===== config.mk =====
export PLATFORM = sky130hd
export DESIGN_NAME = hlsm_dp_param
export DESIGN_NICKNAME = d
export VERILOG_FILES = /design/src/rtl/hlsm_dp_param.sv
export SDC_FILE = /design/constraint.sdc
export NUM_CORES = 2
export LEC_CHECK = 0
export CORE_MARGIN = 3
export CORE_UTILIZATION = 65
export DETAILED_ROUTE_END_ITERATION = 16
export PLACE_DENSITY = 0.88
export SLEW_MARGIN = 25
export SYNTH_ARGS = -nofsm -noshare
export SYNTH_HDL_FRONTEND = slang
export SYNTH_SLANG_ARGS = --single-unit

===== constraint.sdc =====
create_clock -name Clk -period 14.05 [get_ports Clk]
set_clock_uncertainty 0.05 [all_clocks]
set_input_delay 2.81 -clock Clk [delete_from_list [all_inputs] [get_ports Clk]]
set_output_delay 2.81 -clock Clk [all_outputs]
set_load 0.01 [all_outputs]

===== src/rtl/hlsm_dp_param.sv =====
// Parametrised HLSM datapath: z = max-select(a+b, a+c), x = a*c - (a+b),
// with configurable width, signedness, multiply latency and a sticky overflow flag.
module hlsm_dp_param #(
  parameter int unsigned DATA_WIDTH = 32,
  parameter bit          SIGNED     = 1'b0,
  parameter int unsigned MUL_LAT    = 1
) (
  input  logic                  Clk,
  input  logic                  Rst,
  input  logic                  Start,
  input  logic [DATA_WIDTH-1:0] a,
  input  logic [DATA_WIDTH-1:0] b,
  input  logic [DATA_WIDTH-1:0] c,
  output logic                  Busy,
  output logic                  Done,
  output logic [DATA_WIDTH-1:0] z,
  output logic [DATA_WIDTH-1:0] x,
  output logic                  Ovf
);

  localparam int unsigned W  = DATA_WIDTH;
  localparam int unsigned PW = 2 * DATA_WIDTH;
  localparam int unsigned CW = (MUL_LAT > 1) ? $clog2(MUL_LAT) : 1;

  typedef enum logic [2:0] {
    START_WAIT = 3'd0,
    S_ADD      = 3'd1,
    S_MUL      = 3'd2,
    S_CMP      = 3'd3,
    S_SEL      = 3'd4,
    S_OUT      = 3'd5,
    FINAL      = 3'd6
  } state_t;

  state_t state, state_n;

  logic [W-1:0]  ar, br, cr;
  logic [W-1:0]  d, e, f;
  logic [W-1:0]  zrin, xrin;
  logic          g;
  logic [CW-1:0] cnt;

  logic ld_ops, ld_add, ld_mul, dec_mul, ld_cmp, ld_sel, ld_out, ld_fin;

  // One extra bit of sign/zero extension makes every overflow test a
  // "does the exact result still fit in W bits" check, whatever the signedness.
  function automatic logic [W:0] ext1(input logic [W-1:0] v);
    ext1 = SIGNED ? {v[W-1], v} : {1'b0, v};
  endfunction

  function automatic logic [PW-1:0] ext2(input logic [W-1:0] v);
    ext2 = SIGNED ? {{W{v[W-1]}}, v} : {{W{1'b0}}, v};
  endfunction

  logic [W:0]    sum_d, sum_e, diff_x;
  logic [PW-1:0] prod;
  logic          ovf_d, ovf_e, ovf_p, ovf_x, gt;

  assign sum_d  = ext1(ar) + ext1(br);
  assign sum_e  = ext1(ar) + ext1(cr);
  assign prod   = ext2(ar) * ext2(cr);
  assign diff_x = ext1(f) - ext1(d);

  assign ovf_d  = (sum_d  != ext1(sum_d[W-1:0]));
  assign ovf_e  = (sum_e  != ext1(sum_e[W-1:0]));
  assign ovf_p  = (prod   != ext2(prod[W-1:0]));
  assign ovf_x  = (diff_x != ext1(diff_x[W-1:0]));
  assign gt     = ($signed(ext1(d)) > $signed(ext1(e)));

  // State register
  always_ff @(posedge Clk or posedge Rst) begin
    if (Rst) state <= START_WAIT;
    else     state <= state_n;
  end

  // Next-state logic
  always_comb begin
    state_n = state;
    case (state)
      START_WAIT: if (Start) state_n = S_ADD;
      S_ADD:      state_n = S_MUL;
      S_MUL:      if (cnt == '0) state_n = S_CMP;
      S_CMP:      state_n = S_SEL;
      S_SEL:      state_n = S_OUT;
      S_OUT:      state_n = FINAL;
      FINAL:      state_n = START_WAIT;
      default:    state_n = START_WAIT;
    endcase
  end

  // Per-state datapath load strobes
  always_comb begin
    ld_ops  = 1'b0;
    ld_add  = 1'b0;
    ld_mul  = 1'b0;
    dec_mul = 1'b0;
    ld_cmp  = 1'b0;
    ld_sel  = 1'b0;
    ld_out  = 1'b0;
    ld_fin  = 1'b0;
    case (state)
      START_WAIT: ld_ops = Start;
      S_ADD:      ld_add = 1'b1;
      S_MUL: begin
        ld_mul  = (cnt == '0);
        dec_mul = (cnt != '0);
      end
      S_CMP:      ld_cmp = 1'b1;
      S_SEL:      ld_sel = 1'b1;
      S_OUT:      ld_out = 1'b1;
      FINAL:      ld_fin = 1'b1;
      default:    ld_ops = 1'b0;
    endcase
  end

  // Datapath registers, handshake flags and sticky overflow
  always_ff @(posedge Clk or posedge Rst) begin
    if (Rst) begin
      ar   <= '0;
      br   <= '0;
      cr   <= '0;
      d    <= '0;
      e    <= '0;
      f    <= '0;
      g    <= 1'b0;
      zrin <= '0;
      xrin <= '0;
      cnt  <= '0;
      z    <= '0;
      x    <= '0;
      Done <= 1'b0;
      Busy <= 1'b0;
      Ovf  <= 1'b0;
    end else begin
      if (ld_ops) begin
        ar   <= a;
        br   <= b;
        cr   <= c;
        Done <= 1'b0;
        Busy <= 1'b1;
        Ovf  <= 1'b0;
      end
      if (ld_add) begin
        d   <= sum_d[W-1:0];
        e   <= sum_e[W-1:0];
        cnt <= CW'(MUL_LAT - 1);
        Ovf <= Ovf | ovf_d | ovf_e;
      end
      if (dec_mul) cnt <= cnt - CW'(1);
      if (ld_mul) begin
        f   <= prod[W-1:0];
        Ovf <= Ovf | ovf_p;
      end
      if (ld_cmp) g <= gt;
      if (ld_sel) begin
        zrin <= g ? d : e;
        xrin <= diff_x[W-1:0];
        Ovf  <= Ovf | ovf_x;
      end
      if (ld_out) begin
        z <= zrin;
        x <= xrin;
      end
      if (ld_fin) begin
        Done <= 1'b1;
        Busy <= 1'b0;
      end
    end
  end

endmodule


==> impl_metrics.env <==
export IMPL_gp_congestion=0.986
export IMPL_syn_area_sq_um=50800
export IMPL_post_cts_repair_setup_buffers=0
export IMPL_synth_flop_cell="dfrtp_1"
export IMPL_clock_path_buffers=3
export IMPL_syn_mean_instance_area_sq_um=9.55
export IMPL_layout_commonest_cell="fa_1"
export IMPL_slew_violations=0
export IMPL_fillers=5307
export IMPL_clkLatencyLatePin_ns=0.57
export IMPL_numClockSinks=328
export IMPL_cts_root_buf="clkbuf_16"
export IMPL_run_status="complete, no violations"
export IMPL_rr_worst_depth=26
export IMPL_seq_area_sq_um=8220
export IMPL_core_sq_um=76700
export IMPL_worst_pin_slew_ns=0.963
export IMPL_firstDrtPassIters=6
export IMPL_route_detailed_drc=0
export IMPL_boundaryPins=166
export IMPL_async_flop_share=1.00
export IMPL_drt_initial_drc_count=3626
export IMPL_grt_pass1_wl_mm=233
export IMPL_syn_nets=6706
export IMPL_worstPathArrival_ns=9.65
export IMPL_cts_tree="yes"
export IMPL_cts_buffers=36
export IMPL_max_freq_mhz=108
export IMPL_hold_viol_final=0
export IMPL_ys_types=82
export IMPL_layout_min_cycle_time_ns=9.26
export IMPL_hpwl_mm=110
export IMPL_ys_ff_latch=328
export IMPL_grt_pass1_vias=42819
export IMPL_port_buffers=165
export IMPL_end_kind="flop"
export IMPL_antenna_found_initial=6
export IMPL_fin_tns_setup_ns=0
export IMPL_start_util=0.662
export IMPL_relSlewSlack=0.354
export IMPL_timing_rr_start="ar[17]$_DFFE_PP0P_"
export IMPL_r2r_end="Ovf$_DFFE_PP0P_"
export IMPL_r2r_setup_slack_ns=4.79
export IMPL_drive_gt1_frac=0.0606
export IMPL_rsz0062_at_grt="no"
export IMPL_overflow=0
export IMPL_rows=101
export IMPL_htree_levels=2
export IMPL_setup_violations=0
export IMPL_hold_slack_ns=0.441
export IMPL_cpPeakStageDelay_ns=0.85
export IMPL_critPathSlowestCell="o41ai_1"
export IMPL_synth_edff_count=0
export IMPL_synth_seq_area_share=0.162
export IMPL_startpoint_type="flop"
export IMPL_cp_required_ns=14.44
export IMPL_ant_nets=0
export IMPL_cts_resized=0
export IMPL_yosys_warnings=0
export IMPL_syn_inst=5316
export IMPL_finalCritPeriodShare=0.659
export IMPL_cts_hold_buf=0
export IMPL_worstPathMaxFanout=22
export IMPL_max_cap_violations=0
export IMPL_areaGrowthSynthToFinish_pct=6.92
export IMPL_min_from="xrin[4]$_DFFE_PP0P_"
export IMPL_avgViaCountPerCell=6.17
export IMPL_critical_path_class="flop to flop"
export IMPL_die_h_um=285
export IMPL_die_x_um=285
export IMPL_grt_max_degree=123
export IMPL_whs_endpoint="xrin[4]$_DFFE_PP0P_"
export IMPL_routedWlPerCell_um=22.8
export IMPL_cpMostUsedCell="fa_1"
export IMPL_track_usage=0.367
export IMPL_whs_path_depth=1
export IMPL_layout_nets=6697
export IMPL_min_delay_path_class="flop to flop"
export IMPL_vias=39276
export IMPL_routed_wl_mm=145
export IMPL_cts_clk_slew_worst_paths_ns=0.07
export IMPL_multi_input_area_sq_um=38200
export IMPL_die_area_sq_um=81500
export IMPL_layout_common_cells="fa_1 (898), inv_1 (851), nand2_1 (691)"
per-layer routing:
metal | track usage | wire length, um
met1 | 0.449 | 50900
met2 | 0.596 | 68700
met3 | 0.0751 | 13900
met5 | 0 | 26
met4 | 0.238 | 11700
state kept, by name, indices dropped and copies added, names as in the netlist, 32 cells and up:
| signal | flops |
|---|---|
| ar | 32 |
| br | 32 |
| cr | 32 |
| d | 32 |
| e | 32 |
| f | 32 |
| x | 32 |
| xrin | 32 |
| z | 32 |
| zrin | 32 |
cell type report:
| cell class | instances | share of cell area |
|---|---|---|
| clock inverters | 9 | 0.00203 |
| clock buffers | 53 | 0.0189 |
| flip-flops and latches | 328 | 0.151 |
| well taps | 1030 | 0.0237 |
| inverters | 852 | 0.0591 |
| multi-input cells | 3852 | 0.704 |
| repair buffers | 237 | 0.0405 |
| diodes | 4 | 0.000184 |
how the worst max path moves through the flow:
stage	startpoint	endpoint	slack, ns	cells past startpoint
6_report	ar[17]$_DFFE_PP0P_	Ovf$_DFFE_PP0P_	4.79	26
5_1_grt	ar[17]$_DFFE_PP0P_	Ovf$_DFFE_PP0P_	4.51	26
4_1_cts	cr[12]$_DFFE_PP0P_	Ovf$_DFFE_PP0P_	4.79	27
3_5_place_dp	cr[12]$_DFFE_PP0P_	Ovf$_DFFE_PP0P_	4.84	27
3_3_place_gp	cr[6]$_DFFE_PP0P_	Ovf$_DFFE_PP0P_	5.15	27
2_1_floorplan	Rst	Busy$_DFFE_PP0P_	2.11	1
synth_stat cells, types with 30 or more instances:
master,n,share of area
xor2_1,66,0.011
mux2i_1,38,0.0075
dfrtp_1,328,0.16
o21ai_0,230,0.023
and2_1,573,0.071
nand2_1,691,0.051
ha_1,393,0.097
o21a_1,37,0.0055
a21oi_1,153,0.015
nand4_1,31,0.0038
xnor2_1,61,0.011
nand3_1,34,0.0034
a21o_1,62,0.0092
nor3_1,30,0.0030
clkbuf_1,262,0.019
nor2_1,89,0.0066
inv_1,852,0.063
mux2_2,167,0.037
fa_1,898,0.35
metrics by stage:
step	instances	worst slack (ns)	instance area, sq um	utilization
2_1_floorplan	5316	2.11	50800	-
3_3_place_gp	6299	5.15	53100	0.693
3_5_place_dp	6299	4.84	53100	0.693
4_1_cts	6361	4.79	54300	0.707
5_1_grt	6362	4.51	54300	0.708
6_report	6365	4.79	54300	0.708
critical path, delay by kind of cell (launching register included):
family | cells | cell delay, ns
fa+ha+maj | 9 | 4.46
simple gates | 8 | 1.82
compound gates | 4 | 1.50
buf+inv | 5 | 0.63
flops | 1 | 0.62
kinds of logic after synthesis:
kind of cell | after synthesis | share of synthesized area
adders and majority gates | 1291 | 0.451
muxes | 205 | 0.0445
buffers and inverters | 1136 | 0.0854
AOI/OAI and AO/OA | 663 | 0.0814
and+or+nand+nor | 1566 | 0.154
DFF | 328 | 0.162
xor gates and xnor gates | 127 | 0.0219
Power is left out: the tool's default activity adds up to more than one toggle a clock period on the data nets, which glitch-free logic cannot reach.
==> edit (same settings) <==
Change the parameter `SIGNED` from 1'b0 to 1'b1.
--- a/src/rtl/hlsm_dp_param.sv
+++ b/src/rtl/hlsm_dp_param.sv
@@ -2,7 +2,7 @@
 // with configurable width, signedness, multiply latency and a sticky overflow flag.
 module hlsm_dp_param #(
   parameter int unsigned DATA_WIDTH = 32,
-  parameter bit          SIGNED     = 1'b0,
+  parameter bit          SIGNED     = 1'b1,
   parameter int unsigned MUL_LAT    = 1
 ) (
   input  logic                  Clk,
Formal check against the unedited RTL: not equivalent (a bounded check fails within 4 cycles, from zero or initial values and one cycle with Rst high).
==> edit against the original RTL <==
- maximum frequency is 3.4% lower
- critical path type unchanged
- sequential cell count is the same
- non-clock buffer count decreased by 7
- wire length is 3.5% higher
- cell area is 4.7% higher
- synthesized area grew 4.9%
- first-iteration DRC count shrank 12%
- setup slack got worse by 0.32 ns
Power is left out: the tool's default activity adds up to more than one toggle a clock period on the data nets, which glitch-free logic cannot reach.
==> edit: results (changes against the original RTL) <==
metric	value	unit	change
critical path peak fanout	17		-23%
flop2flop setup slack	4.46	ns	-0.32 ns
status	finished clean		
Reg area	8228	um2	+0.15%
routed via count	40396		+2.9%
Final GP Congestion	1.004		+1.8%
global routing usage on met1	43.44	%	-1.5 points
Synth top cells by count	fa_1 (1,085), inv_1 (856), nand2_1 (829)		
H-tree depth	1		-1
register area share after synthesis	15.42	%	-0.75 points
Reg2Reg Depth	25		-3.8%
worst skew pair latency	0.61	ns	+0.04 ns
crit path DAT	10.01	ns	+0.36 ns
Routed met2 length	72.44	mm	+5.4%
multi-input logic area	40800	um2	+6.7%
wire length per cell	23.02	um	+0.89%
layout cells sized above 1	5.964	%	-0.095 points
hold path depth	2		+1
slew margin rel.	29.88	%	-5.5 points
Non-clk bufs	230		-3.0%
initial antenna violation count	4		-2
vias in the first global route	44744		+4.5%
DRT iter0 DRCs	3208		-12%
worst hold path class	flop to flop		
Tot GR Track Use	36.16	%	-0.56 points
largest net degree at the start of global routing	113		-8.1%
Ant. Diodes	3		-1
Multi-In Gates	3993		+3.7%
syn nets	6952		+3.7%
seq_cells	328		unchanged
Synth cell types	79		-3.7%
met3 routed WL	14.26	mm	+2.4%
M1 wire length	52.00	mm	+2.1%
CP startpoint	ar[23]		
CTS Buf Count	31		-14%
Hold Path Sink	zrin[12]		
# Post-CTS Setup Buffers	0		unchanged
yosys warns	0		unchanged
clock buffers	42		-21%
met3 Use GR	8.067	%	+0.56 points
met2 GRT Util	59.73	%	+0.085 points
Worst Hold Launch	zrin[12]		
clk tree area frac	1.889	%	-0.20 points
inverters	857		+0.59%
top area cells in the synthesized netlist	fa_1 (41%), dfrtp_1 (15%), ha_1 (7.4%)		
nets	6938		+3.6%
Filler cells	5543		+4.4%
first-pass GRT wire length	240.1	mm	+3.0%
Synth async-reset ratio	100.0	%	unchanged
[edit: cell count changes in the layout (fill, tap and decap cells not counted), sizes merged, moves of 23 or more]
cell / unedited run / this run
ha: 393 / 313
and2: 574 / 412
fa: 898 / 1085
o21ai: 237 / 260
nand2: 692 / 830
nand2b: 21 / 45
xnor2: 61 / 92
[edit: metrics by stage]
step / hold WS [ns] / utilization, % / area (um2) / std cells / setup slack (ns)
5_1_grt: 0.4618 / 70.30 / 56810 / 6526 / 3.906
2_1_floorplan: 0.3848 / - / 53240 / 5455 / 2.107
6_report: 0.4304 / 70.31 / 56820 / 6529 / 4.461
3_3_place_gp: 0.4091 / 68.92 / 55690 / 6467 / 4.659
4_1_cts: 0.4326 / 70.25 / 56770 / 6525 / 4.309
3_5_place_dp: 0.4178 / 68.92 / 55690 / 6467 / 4.389
[edit: kinds of logic after synthesis]
family	count (synthesis)	synth area share, %
simple gates	1563	13.95
fa+ha+maj	1398	48.15
buf+inv	1134	8.025
compound gates	690	7.994
flops	328	15.42
mux	195	4.044
xor+xnor	147	2.418
[edit: worst max-delay path, stage by stage (launching register included)]
cell       delay (ns)
dfrtp_1          0.96
nand2_1          0.20
fa_1             0.60
fa_1             0.43
fa_1             0.61
fa_1             0.59
inv_1            0.05
fa_1             0.48
fa_1             0.51
fa_1             0.54
inv_1            0.06
fa_1             0.54
inv_1            0.06
ha_1             0.44
nand4_1          0.19
nor4_1           0.49
o2111ai_1        0.37
a21oi_1          0.48
o21ai_0          0.20
o31ai_1          0.31
xnor2_1          0.21
mux2i_1          0.14
a2111oi_0        0.42
o2111ai_1        0.22
o21bai_2         0.17
a32oi_1          0.10
